--- src/rtl/cache_miss_ctrl.sv ---
// L1 miss controller: in-order miss queue, memory read issue, and LRU-assisted line fill.
// Optional CACHE_MISS_MERGE_EN merges a miss that matches any queued {set,tag} into that entry.
module cache_miss_ctrl #(
  parameter int unsigned NUM_WAYS     = 4,
  parameter int unsigned NUM_SETS     = 16,
  parameter int unsigned TAG_WIDTH    = 20,
  parameter int unsigned LINE_WIDTH   = 512,
  parameter int unsigned MISS_DEPTH   = 4,
  localparam int unsigned NUM_WAYS_LOG = $clog2(NUM_WAYS),
  localparam int unsigned NUM_SETS_LOG = $clog2(NUM_SETS),
  localparam int unsigned ADDR_W       = TAG_WIDTH + NUM_SETS_LOG
) (
  input  logic                    clk,
  input  logic                    rst_n,
  input  logic                    miss_valid,
  output logic                    miss_ready,
  input  logic [NUM_SETS_LOG-1:0] miss_set,
  input  logic [TAG_WIDTH-1:0]    miss_tag,
  output logic                    mem_req_valid,
  input  logic                    mem_req_ready,
  output logic [ADDR_W-1:0]       mem_req_addr,
  input  logic                    mem_resp_valid,
  output logic                    mem_resp_ready,
  input  logic [LINE_WIDTH-1:0]   mem_resp_data,
  output logic                    lru_fill_en,
  output logic [NUM_SETS_LOG-1:0] lru_fill_set,
  input  logic [NUM_WAYS_LOG-1:0] lru_fill_way_idx,
  output logic                    fill_wr_en,
  output logic [NUM_SETS_LOG-1:0] fill_wr_set,
  output logic [NUM_WAYS_LOG-1:0] fill_wr_way,
  output logic [TAG_WIDTH-1:0]    fill_wr_tag,
  output logic [LINE_WIDTH-1:0]   fill_wr_data,
  output logic                    busy
);

  localparam int unsigned IDX_W = $clog2(MISS_DEPTH);
  localparam int unsigned PTR_W = IDX_W + 1;

  localparam logic [1:0] ST_IDLE  = 2'd0;
  localparam logic [1:0] ST_LRU   = 2'd1;
  localparam logic [1:0] ST_WRITE = 2'd2;

  logic [PTR_W-1:0]        alloc_q, alloc_d, issue_q, issue_d, head_q, head_d;
  logic [PTR_W-1:0]        count;
  logic [1:0]              state_q, state_d;
  logic [LINE_WIDTH-1:0]   line_q, line_d;
  logic [NUM_SETS_LOG-1:0] set_mem [MISS_DEPTH];
  logic [TAG_WIDTH-1:0]    tag_mem [MISS_DEPTH];
  logic [IDX_W-1:0]        head_idx, issue_idx;
  logic                    full, merge_hit, do_alloc, do_issue;

  assign count     = alloc_q - head_q;
  assign full      = (count == PTR_W'(MISS_DEPTH));
  assign busy      = (count != '0);
  assign head_idx  = head_q[IDX_W-1:0];
  assign issue_idx = issue_q[IDX_W-1:0];

`ifdef CACHE_MISS_MERGE_EN
  // Scan only live entries, walking forward from head.
  always_comb begin
    merge_hit = 1'b0;
    for (int unsigned k = 0; k < MISS_DEPTH; k++) begin
      if ((PTR_W'(k) < count) &&
          (set_mem[head_idx + IDX_W'(k)] == miss_set) &&
          (tag_mem[head_idx + IDX_W'(k)] == miss_tag)) begin
        merge_hit = 1'b1;
      end
    end
  end
`else
  assign merge_hit = 1'b0;
`endif

  assign miss_ready    = merge_hit | ~full;
  assign do_alloc      = miss_valid & ~full & ~merge_hit;
  assign mem_req_valid = (issue_q != alloc_q);
  assign do_issue      = mem_req_valid & mem_req_ready;
  assign mem_req_addr  = mem_req_valid ? {tag_mem[issue_idx], set_mem[issue_idx]} : '0;
  assign alloc_d       = alloc_q + PTR_W'(do_alloc);
  assign issue_d       = issue_q + PTR_W'(do_issue);

  always_comb begin
    state_d        = state_q;
    line_d         = line_q;
    head_d         = head_q;
    mem_resp_ready = 1'b0;
    lru_fill_en    = 1'b0;
    lru_fill_set   = '0;
    fill_wr_en     = 1'b0;
    fill_wr_set    = '0;
    fill_wr_way    = '0;
    fill_wr_tag    = '0;
    fill_wr_data   = '0;
    unique case (state_q)
      ST_IDLE: begin
        mem_resp_ready = (head_q != issue_q);
        if (mem_resp_valid && mem_resp_ready) begin
          line_d  = mem_resp_data;
          state_d = ST_LRU;
        end
      end
      ST_LRU: begin
        lru_fill_en  = 1'b1;
        lru_fill_set = set_mem[head_idx];
        state_d      = ST_WRITE;
      end
      ST_WRITE: begin
        // Victim way from the LRU is valid the cycle after lru_fill_en.
        fill_wr_en   = 1'b1;
        fill_wr_set  = set_mem[head_idx];
        fill_wr_way  = lru_fill_way_idx;
        fill_wr_tag  = tag_mem[head_idx];
        fill_wr_data = line_q;
        head_d       = head_q + PTR_W'(1);
        state_d      = ST_IDLE;
      end
      default: state_d = ST_IDLE;
    endcase
  end

  always_ff @(posedge clk or negedge rst_n) begin
    if (!rst_n) begin
      alloc_q <= '0;
      issue_q <= '0;
      head_q  <= '0;
      state_q <= ST_IDLE;
      line_q  <= '0;
    end else begin
      alloc_q <= alloc_d;
      issue_q <= issue_d;
      head_q  <= head_d;
      state_q <= state_d;
      line_q  <= line_d;
    end
  end

  // Entry payload needs no reset; every read is qualified by pointer state.
  always_ff @(posedge clk) begin
    if (do_alloc) begin
      set_mem[alloc_q[IDX_W-1:0]] <= miss_set;
      tag_mem[alloc_q[IDX_W-1:0]] <= miss_tag;
    end
  end

endmodule

--- config.mk ---
export PLATFORM = sky130hd
export DESIGN_NAME = cache_miss_ctrl
export DESIGN_NICKNAME = d
export VERILOG_FILES = /design/src/rtl/cache_miss_ctrl.sv
export SDC_FILE = /design/constraint.sdc
export NUM_CORES = 1
export LEC_CHECK = 0
export CAP_MARGIN = 20
export CORE_AREA = 2 2 439 441
export CTS_CLUSTER_SIZE = 30
export DETAILED_ROUTE_END_ITERATION = 16
export DIE_AREA = 0 0 441 443
export HOLD_SLACK_MARGIN = 0.12
export PLACE_DENSITY_LB_ADDON = 0.3
export SETUP_SLACK_MARGIN = 0.5
export SLEW_MARGIN = 20
export SYNTH_ARGS = -nofsm -noshare
export SYNTH_HDL_FRONTEND = slang
export SYNTH_SLANG_ARGS = --single-unit
--- constraint.sdc ---
create_clock -name clk -period 3.6 [get_ports clk]
set_clock_uncertainty 0.2 [all_clocks]
set_input_delay 0.72 -clock clk [delete_from_list [all_inputs] [get_ports clk]]
set_output_delay 0.72 -clock clk [all_outputs]
set_load 0.1 [all_outputs]
==> results_dict.tcl <==
set metrics [dict create \
    status "completed" \
    rrSetupSlack_ps 930 \
    finalPower_w 0.0654 \
    yosys.area_share.adder_pct 0.298 \
    peakVddDrop_mv 0.533 \
    timing.rr.end "line_q[332]" \
    fin_crit_sh_pct 89.8 \
    cts_tree "built" \
    ys_ff_latch 619 \
    startpoint_type "flip-flop" \
    avgViaCountPerCell 3.56 \
    antenna_found_initial 46 \
    grt_util_all_layers_pct 13.5 \
    port_buffers 1114 \
    cp.arrival_ps 2310 \
    worst_slack_ps 366 \
    worst_r2r_path_depth 7 \
    setup_viol 0 \
    insertion_delay_ps 690 \
    place_congestion 0.874 \
    first_iter_violations 1025 \
    grt_pass1_wl_microns 184000 \
    yosys.area_share.simple_pct 12.3 \
    min_period_ps 3230 \
    dr.pass1.iters 5 \
    clock_sinks 619 \
    grt.met3_usage_pct 4.14 \
    whs_path_depth 1 \
    die_area_sq_um 195000 \
    vias 20626 \
    grt_max_degree 71 \
    routedWlPerCell_microns 24.9 \
    synth_top_family_by_area "multiplexers" \
    design_area_sq_um 56100 \
    yosysWarnings 0 \
    htree_levels 3 \
    ys_types 27 \
    io-pin-count 1115 \
    synth_area_sq_um 29400 \
    grt_pass1_vias 21215 \
    synth_compound_area_share_pct 0.187 \
    final_util_pct 29.3 \
    drcViolationCount 0 \
    overflow 0 \
    grt_use_met1_pct 16.6 \
    p_leak_nw 23.4 \
    worstHoldStart "line_q[207]" \
    clock.fmax_mhz 309 \
    yosys.area_share.xor_xnor_pct 0.358 \
    ant_nets 0 \
    syn-num-nets 2473 \
    area_growth_pct 90.7 \
    wirelength_microns 144000 \
    hold_viol 0 \
    cp_max_fo 9 \
    synthCells 1923 \
    r2r_start "issue_q[0]" \
    endpoint_kind "output port" \
    placed_cell_area_sq_um 48700 \
    nFillCells 19038 \
    clk_pin_slew_ps 60 \
    nets 3729 \
    crit_type "reg -> out" \
    dp_worst_setup_slack_ps 725 \
    slew_headroom_pct 43.7 \
    initial_utilization_pct 15.4 \
    avgSynthCellArea_sq_um 15.3 \
    die_w_microns 441 \
    cts_buffers 83 \
    synth_seq_area_share_pct 54.3 \
    dpl.hpwl_microns 103000 \
    slew_viol_final 0 \
    grt.met2_usage_pct 22.7 \
    clk_path_buf_depth 3 \
    hold_end "line_q[207]" \
    die_h_microns 443 \
    synth_mux_area_share_pct 29.3 \
    setup-tns-final_ps 0 \
    num_rows 161 \
    core_region_area_sq_um 191000 \
    critical_path_required_ps 2680 \
    tightest_slew_ps 845 \
    layout-drive-gt1-share_pct 60.8 \
    cts_root_buf "clkbuf_16" \
    hold_path_class "reg -> reg" \
    rsz0062_at_grt "true" \
    powerDensity_nw_per_um2 1170 \
    drv_cap 0 \
    grt.busiest_layer "met2" \
]
==> worst max-delay path by stage <==
stage                              start                 to  slack [ps]
final                         state_q[0]  fill_wr_data[238]         370
after global routing          state_q[0]  fill_wr_data[495]         240
after CTS                     state_q[0]   fill_wr_data[67]         210
after detailed placement  mem_resp_valid        line_q[332]         720
after global placement    mem_resp_valid        line_q[288]         730
after floorplan               issue_q[1]    mem_req_addr[8]         220
==> cell usage after synthesis <==
library cell / instances / share of area [%]
a31oi_1: 5 / 0.11
and2_1: 542 / 12
buf_1: 1 / 0.013
buf_2: 10 / 0.17
buf_4: 1 / 0.026
buf_6: 51 / 2.0
buf_8: 3 / 0.15
clkbuf_1: 65 / 0.83
dfrtp_1: 523 / 45
edfxtp_1: 96 / 9.8
ha_1: 7 / 0.30
inv_1: 4 / 0.051
mux2_2: 43 / 1.6
mux2_4: 469 / 24
mux4_2: 48 / 3.7
nand2_1: 3 / 0.038
nand3_1: 3 / 0.051
nor2_1: 1 / 0.013
nor2b_1: 29 / 0.62
nor3_1: 1 / 0.017
o21ai_0: 1 / 0.017
o311a_1: 1 / 0.034
o31a_1: 1 / 0.030
or2_2: 1 / 0.021
or3_1: 2 / 0.043
xnor2_1: 3 / 0.089
xor2_1: 9 / 0.27
==> registers in the layout, indices dropped and copies added, names as in the netlist <==
signal and count:
state_q 2, issue_q 3, tag_mem 80, head_q 3
line_q 512, set_mem 16, alloc_q 3
==> layer usage <==
metal  share of wire [%]  vias to the layer above
li1                    -                     9147
met1                  41                    10561
met2                  49                      703
met3                 6.8                      173
met4                 2.4                       42
met5                0.19                        -
==> layout make-up <==
type / instances / area, sq um / area share [%]
diodes: 17 / 42.5 / 0.0759
clock buffers: 115 / 2340 / 4.17
clock inverters: 34 / 405 / 0.723
inverters: 4 / 17.5 / 0.0312
multi-input cells: 1169 / 14000 / 25.0
flip-flops and latches: 619 / 16000 / 28.5
well taps: 2526 / 3160 / 5.64
repair buffers: 1302 / 20100 / 35.9
==> per-stage QoR <==
stage	std cells	hold slack (ps)
finish	5786	300
global route	5777	318
CTS	5684	301
detailed placement	5505	283
global placement	5505	284
floorplan	1923	224
==> critical path: stages (launching register included) <==
cell	delay (ps)
dfrtp_1	410
nor2b_4	180
buf_6	160
buf_12	170
buf_12	180
clkbuf_16	180
and2_4	160
buf_12	160
==> cell usage in the layout, fill, tap and decap left out, types with 17 or more instances in the layout <==
master / instances
buf_12: 616
clkdlybuf4s50_1: 541
dfrtp_1: 518
and2_4: 472
mux2_4: 469
clkbuf_16: 120
edfxtp_1: 96
and2_1: 64
buf_4: 54
mux4_2: 48
mux2_2: 43
nor2b_4: 26
buf_16: 24
clkbuf_1: 19
diode_2: 17
==> logic make-up after synthesis <==
group                    after synthesis
AO/OA/AOI/OAI                          8
XOR/XNOR                              12
adder cells (fa/ha/maj)                7
buffers and inverters                135
flip-flops                           619
multiplexers                         560
AND/OR/NAND/NOR                      582
==> repair_timing <==
| action | in CTS | in global routing |
|---|---|---|
| pin swaps | 1 | 203 |
| resized for setup | 206 | 655 |
| hold buffers | 1 | 0 |
| cloned | 15 | 51 |
| setup endpoints to repair | 548 | 571 |
| endpoints found under the hold margin | 50 | 0 |
| buffers inserted | 14 | 34 |
==> report_power, final <==
part | switching, W | leakage (nW) | total (W) | internal [W]
clock network | 0.00346 | 1.34 | 0.00839 | 0.00493
registers | 0.00263 | 7.00 | 0.0132 | 0.0105
logic | 0.0243 | 15.1 | 0.0438 | 0.0195
Power figures use the tool's default switching activity.
